`src/rtl/seq_divider.sv`:
```
// Multi-cycle non-restoring integer divider: one quotient bit per clock,
// signed or unsigned, with explicit divide-by-zero and MIN/-1 overflow reporting.
module seq_divider #(
    parameter int WIDTH = 32,
    parameter int CNT_W = 6
) (
    input  logic             clk,
    input  logic             clr_n,
    input  logic             start,
    input  logic             is_signed,
    input  logic [WIDTH-1:0] dividend,
    input  logic [WIDTH-1:0] divisor,
    output logic             busy,
    output logic             done,
    output logic [WIDTH-1:0] quotient,
    output logic [WIDTH-1:0] remainder,
    output logic             div_by_zero,
    output logic             overflow,
    output logic [2:0]       state_o
);

    // Handshake: start is sampled only in IDLE (operands captured on that edge);
    // done pulses for one cycle and the results stay valid until the next done.
    typedef enum logic [2:0] {
        S_IDLE = 3'd0,
        S_PREP = 3'd1,
        S_ITER = 3'd2,
        S_FIX  = 3'd3,
        S_DONE = 3'd4
    } state_t;

    localparam logic [WIDTH-1:0] MIN_VAL = {1'b1, {(WIDTH-1){1'b0}}};

    state_t           state_q, state_d;
    logic [WIDTH-1:0] dvd_q, dvd_d, dvs_q, dvs_d;
    logic             sgn_q, sgn_d;
    logic [WIDTH:0]   a_q, a_d;
    logic [WIDTH-1:0] q_q, q_d, m_q, m_d;
    logic [CNT_W-1:0] cnt_q, cnt_d;
    logic             q_neg_q, q_neg_d, r_neg_q, r_neg_d;
    logic [WIDTH-1:0] quot_q, quot_d, rem_q, rem_d;
    logic             dbz_q, dbz_d, ovf_q, ovf_d;

    logic [WIDTH-1:0] dvd_mag, dvs_mag;
    logic [WIDTH:0]   a_sh, a_step, a_fix;
    logic             is_ovf;

    assign dvd_mag = (sgn_q && dvd_q[WIDTH-1]) ? -dvd_q : dvd_q;
    assign dvs_mag = (sgn_q && dvs_q[WIDTH-1]) ? -dvs_q : dvs_q;
    assign is_ovf  = sgn_q && (dvd_q == MIN_VAL) && (dvs_q == {WIDTH{1'b1}});

    // The sign of A before the shift selects subtract or add-back of the divisor.
    assign a_sh   = {a_q[WIDTH-1:0], q_q[WIDTH-1]};
    assign a_step = a_q[WIDTH] ? (a_sh + {1'b0, m_q}) : (a_sh - {1'b0, m_q});
    assign a_fix  = a_q[WIDTH] ? (a_q + {1'b0, m_q}) : a_q;

    always_comb begin
        state_d = state_q;
        dvd_d   = dvd_q;
        dvs_d   = dvs_q;
        sgn_d   = sgn_q;
        a_d     = a_q;
        q_d     = q_q;
        m_d     = m_q;
        cnt_d   = cnt_q;
        q_neg_d = q_neg_q;
        r_neg_d = r_neg_q;
        quot_d  = quot_q;
        rem_d   = rem_q;
        dbz_d   = dbz_q;
        ovf_d   = ovf_q;
        case (state_q)
            S_IDLE: begin
                if (start) begin
                    dvd_d   = dividend;
                    dvs_d   = divisor;
                    sgn_d   = is_signed;
                    state_d = S_PREP;
                end
            end
            S_PREP: begin
                if (dvs_q == '0) begin
                    quot_d  = '1;
                    rem_d   = dvd_q;
                    dbz_d   = 1'b1;
                    ovf_d   = 1'b0;
                    state_d = S_DONE;
                end else begin
                    m_d     = dvs_mag;
                    q_d     = dvd_mag;
                    a_d     = '0;
                    cnt_d   = '0;
                    q_neg_d = sgn_q && (dvd_q[WIDTH-1] ^ dvs_q[WIDTH-1]);
                    r_neg_d = sgn_q && dvd_q[WIDTH-1];
                    state_d = S_ITER;
                end
            end
            S_ITER: begin
                a_d = a_step;
                q_d = {q_q[WIDTH-2:0], ~a_step[WIDTH]};
                if (cnt_q == CNT_W'(WIDTH - 1)) begin
                    state_d = S_FIX;
                end else begin
                    cnt_d = cnt_q + CNT_W'(1);
                end
            end
            S_FIX: begin
                dbz_d = 1'b0;
                ovf_d = is_ovf;
                if (is_ovf) begin
                    quot_d = MIN_VAL;
                    rem_d  = '0;
                end else begin
                    quot_d = q_neg_q ? -q_q : q_q;
                    rem_d  = r_neg_q ? -a_fix[WIDTH-1:0] : a_fix[WIDTH-1:0];
                end
                state_d = S_DONE;
            end
            S_DONE: begin
                state_d = S_IDLE;
            end
            default: begin
                state_d = S_IDLE;
            end
        endcase
    end

    always_ff @(posedge clk or negedge clr_n) begin
        if (!clr_n) begin
            state_q <= S_IDLE;
            dvd_q   <= '0;
            dvs_q   <= '0;
            sgn_q   <= 1'b0;
            a_q     <= '0;
            q_q     <= '0;
            m_q     <= '0;
            cnt_q   <= '0;
            q_neg_q <= 1'b0;
            r_neg_q <= 1'b0;
            quot_q  <= '0;
            rem_q   <= '0;
            dbz_q   <= 1'b0;
            ovf_q   <= 1'b0;
        end else begin
            state_q <= state_d;
            dvd_q   <= dvd_d;
            dvs_q   <= dvs_d;
            sgn_q   <= sgn_d;
            a_q     <= a_d;
            q_q     <= q_d;
            m_q     <= m_d;
            cnt_q   <= cnt_d;
            q_neg_q <= q_neg_d;
            r_neg_q <= r_neg_d;
            quot_q  <= quot_d;
            rem_q   <= rem_d;
            dbz_q   <= dbz_d;
            ovf_q   <= ovf_d;
        end
    end

    assign busy        = (state_q != S_IDLE);
    assign done        = (state_q == S_DONE);
    assign quotient    = quot_q;
    assign remainder   = rem_q;
    assign div_by_zero = dbz_q;
    assign overflow    = ovf_q;
    assign state_o     = state_q;

endmodule

```
`config.mk`:
```
export PLATFORM = sky130hd
export DESIGN_NAME = seq_divider
export DESIGN_NICKNAME = d
export VERILOG_FILES = /design/src/rtl/seq_divider.sv
export SDC_FILE = /design/constraint.sdc
export NUM_CORES = 1
export LEC_CHECK = 0
export ABC_CLOCK_PERIOD_IN_PS = 14400
export CAP_MARGIN = 20
export CORE_UTILIZATION = 53
export DETAILED_ROUTE_END_ITERATION = 8
export PLACE_DENSITY = 0.78
export SLEW_MARGIN = 20
export SYNTH_ARGS = -nofsm -noshare
export SYNTH_HDL_FRONTEND = slang
export SYNTH_SLANG_ARGS = --single-unit
```
`constraint.sdc`:
```
create_clock -name clk -period 14.4 [get_ports clk]
set_clock_uncertainty 0.1 [all_clocks]
set_input_delay 2.16 -clock clk [delete_from_list [all_inputs] [get_ports clk]]
set_output_delay 2.16 -clock clk [all_outputs]
set_load 0.02 [all_outputs]
```
==> flow_metrics.py <==
metrics = {
    "run_status": {
        "status": "completed",
    },
    "clocking": {
        "cts_resized": 0,
        "clk_pin_slew_ps": 60,
        "cts_max_level": 1,
        "clockBufferDepth": 3,
        "cts_setup_buffers": 0,
        "clock_latency_ps": 570,
        "cts_hold_buf": 0,
        "cts_sinks": 239,
        "cts_buffers": 29,
        "cts_tree": "yes",
        "cts_root_buf": "clkbuf_16",
    },
    "power": {
        "power.density_nw_per_um2": 283,
        "peakVddDrop_mv": 0.117,
        "leakagePower_nw": 8.03,
    },
    "sta": {
        "min_period_ps": 5100,
        "grt_setup_unrepaired": "no",
        "hold_violations": 0,
        "worst_pin_slew_ps": 1030,
        "maxSlewHeadroom_pct": 31.3,
        "max_freq_ghz": 0.196,
        "final.setup.tns_ps": 0,
        "drv_slew": 0,
        "setup_violations": 0,
        "period_share_pct": 35.4,
        "hold_slack_ps": 408,
    },
    "worst_setup_path": {
        "end_kind": "flop",
        "max_stage_delay_ps": 660,
        "cp.required_ps": 14710,
        "cp-start-kind": "flop",
        "worstPathCellList": "or3_1 -> nor3_1 -> nand2b_1 -> nand2b_1 -> or4_1 -> nor3_1 -> a31oi_1 -> xor2_1 -> ha_1 -> and3_1 -> a211o_1 -> a21oi_1 -> o21ai_0 -> a211o_1 -> a31oi_1 -> xnor2_1 -> o22ai_1",
        "path_max_fanout": 6,
        "path_class": "reg -> reg",
        "arrival_ps": 5410,
        "slowest_stage": "nor3_1",
    },
    "logic_synthesis": {
        "synthXorXnorAreaFrac_pct": 10.4,
        "synth_compound_area_share_pct": 21.2,
        "synth_top_family_by_area": "compound AO/OA/AOI/OAI gates",
        "synth-main-ff-cell": "dfrtp_1",
        "synth_fa_ha_area_share_pct": 5.55,
        "synthMuxAreaShare_pct": 6.81,
        "async_flop_share_pct": 100,
        "ys_ff_latch": 239,
        "postSynthCellCount": 1844,
        "ys_seq_area_share_pct": 36.3,
        "yosysWarnings": 0,
        "synth_edf_count": 0,
        "syn_nets": 1984,
        "synthSimpleGateAreaFrac_pct": 16.3,
        "syn_avg_cell_area_um2": 8.94,
        "synth_cell_types": 93,
        "syn-cell-area_um2": 16500,
    },
    "route": {
        "wl_met2_mm": 21.0,
        "drcViolationCount": 0,
        "ant_nets": 0,
        "post_drt_wl_per_cell_um": 19.1,
        "viasPerCell": 6.08,
        "initialDrtViolationCount": 1171,
        "wl_met3_mm": 2.47,
        "top_layer": "met4",
        "dr.pass1.iters": 5,
        "vias": 14300,
        "wl_met1_mm": 20.2,
        "routed_wl_mm": 44.8,
    },
    "floorplan": {
        "ios": 139,
        "die_w_um": 178,
        "core_area_um2": 30600,
        "die_h_um": 178,
        "start_util_pct": 53.9,
        "dieArea_um2": 31800,
        "rows": 64,
    },
    "cells_and_area": {
        "layout-drive-gt1-share_pct": 8.97,
        "finalNetCount": 2067,
        "area_growth_pct": 16.2,
        "diodes": 0,
    },
    "flow_run": {
        "cap_violations": 0,
    },
    "global_route": {
        "grt_max_degree": 113,
        "grt_usage_pct": 28.3,
        "grt_pass1_vias": 13500,
        "grt_remaining_overflow": 0,
        "antenna_found_initial": 0,
        "grt_pass1_wl_mm": 71.8,
    },
    "placed_design": {
        "place_hpwl_mm": 33.1,
        "io_buffers": 138,
        "place.gp.congestion": 0.902,
    },
    "min_path": {
        "hold_class": "reg -> reg",
    },
}
[per-layer routing]
metal	GRT usage, %	up-vias
met5	0	-
met4	7.98	0
met3	4.01	75
li1	-	6908
met2	47.3	451
met1	38.3	6818
[critical path, delay by kind of cell, from the launching register on]
family / cells / cell delay, ps
adders and majority gates: 1 / 340
and+or+nand+nor: 7 / 2290
DFF: 1 / 430
AOI/OAI and AO/OA: 7 / 1430
xor gates and xnor gates: 2 / 350
[final timing paths]
path / startpoint / to / cells past startpoint / slack [ps]
setup / recovery: m_q[3]$_DFFE_PN0P_ / a_q[32]$_DFFE_PN0P_ / 17 / 9300
hold / removal: div_by_zero$_DFFE_PN0P_ / div_by_zero$_DFFE_PN0P_ / 2 / 410
setup reg to reg: m_q[3]$_DFFE_PN0P_ / a_q[32]$_DFFE_PN0P_ / 17 / 9300
hold reg to reg: div_by_zero$_DFFE_PN0P_ / div_by_zero$_DFFE_PN0P_ / 2 / 410
max in group asynchronous: clr_n / q_q[29]$_DFFE_PN0P_ / 3 / 10610
min in group asynchronous: clr_n / dvd_q[11]$_DFFE_PN0P_ / 1 / 1530
[flip-flops by register name, indices dropped and copies added, names as in the netlist]
register	cells
quotient	32
dvd_q	32
cnt_q	6
a_q	33
q_neg_q	1
dvs_q	32
overflow	1
m_q	32
remainder	32
div_by_zero	1
state_o	3
r_neg_q	1
sgn_q	1
q_q	32
[cell type report]
class,instances,area [um2]
fillers,2583,11400
multi-input cells,1462,9980
flip-flops and latches,239,5980
repair buffers,153,1500
clock buffers,40,817
well taps,396,495
clock inverters,14,239
inverters,42,158
[cell usage after synthesis (3+ instances only)]
cell / number / area share (%)
nor3b_1: 9 / 0.41
nor2b_1: 11 / 0.42
clkbuf_2: 3 / 0.091
mux2_2: 62 / 4.2
and3_1: 14 / 0.53
a31o_2: 6 / 0.32
nor4_1: 12 / 0.46
a21boi_0: 4 / 0.18
and4_1: 3 / 0.16
o221ai_1: 3 / 0.16
or3_1: 25 / 0.95
nand2b_1: 15 / 0.57
a211oi_2: 3 / 0.23
xor2_1: 121 / 6.4
a31oi_1: 23 / 0.87
o21ai_0: 190 / 5.8
or4_1: 11 / 0.50
xnor2_1: 73 / 3.9
a221o_1: 17 / 1.0
o21ai_1: 12 / 0.36
o211ai_1: 6 / 0.27
nand4_1: 27 / 1.0
nor3_1: 42 / 1.3
o41ai_1: 6 / 0.32
buf_2: 11 / 0.33
a211oi_1: 8 / 0.36
nor2_1: 119 / 2.7
a211o_1: 5 / 0.27
dfrtp_1: 239 / 36
a21oi_1: 101 / 3.1
o32ai_1: 4 / 0.21
o21a_1: 14 / 0.64
inv_1: 41 / 0.93
clkbuf_1: 76 / 1.7
or2_2: 6 / 0.23
ha_1: 70 / 5.3
a22oi_1: 12 / 0.55
o31ai_1: 54 / 2.5
buf_1: 9 / 0.20
nand3_1: 53 / 1.6
mux2i_1: 41 / 2.5
and2_1: 11 / 0.42
nand2_1: 170 / 3.9
o22ai_1: 25 / 0.95
a21o_1: 18 / 0.82
[cell usage in the layout (no fill, tap or decap), types with 8 or more instances in the layout]
master           netlist  final
inv_1                 41     41
xnor2_1               73     73
nor2b_1               11     11
a31oi_1               23     23
and3_1                14     14
a211oi_1               8      8
buf_4                  1     15
nor4_1                12     11
nor2_1               119    114
mux2_2                62     62
nor3b_1                9      9
xor2_1               121    121
nand3_1               53     53
a21o_1                18     18
and2_1                11     11
dfrtp_1              239    238
clkbuf_16              0     29
nand4_1               27     27
or3_1                 25     25
a22oi_1               12     12
nand2b_1              15     15
clkdlybuf4s50_1        0    137
o31ai_1               54     54
mux2i_1               41     41
a221o_1               17     17
nor3_1                42     42
o21a_1                14     14
a21oi_1              101    101
ha_1                  70     70
o21ai_0              190    190
nand2_1              170    168
o22ai_1               25     25
or4_1                 11     11
o21ai_1               12     12
[power breakdown]
group,total [mW],switching [mW],leakage (nW),internal (mW)
clock network,0.799,0.295,0.506,0.504
logic,3.18,1.79,4.55,1.39
registers,1.46,0.469,2.97,0.987
[cells by family after synthesis]
| kind of cell | count (synthesis) |
|---|---|
| AO/OA/AOI/OAI | 544 |
| XOR/XNOR | 195 |
| adder cells (fa/ha/maj) | 72 |
| buffers and inverters | 143 |
| flip-flops | 239 |
| multiplexers | 104 |
| AND/OR/NAND/NOR | 547 |
[through the flow]
| step | instances | power [mW] | util, % | setup slack, ps | instance area, um2 |
|---|---|---|---|---|---|
| finish | 2346 | 5.43 | 62.7 | 9300 | 19200 |
| global route | 2346 | 5.86 | 62.7 | 8880 | 19200 |
| CTS | 2346 | 5.41 | 62.6 | 9290 | 19200 |
| detailed placement | 2292 | 4.59 | 59.2 | 9320 | 18100 |
| global placement | 2292 | 4.52 | 59.2 | 9390 | 18100 |
| floorplan | 1844 | 3.74 | - | 9070 | 16500 |
No activity file was read; power rests on OpenSTA's default activity.
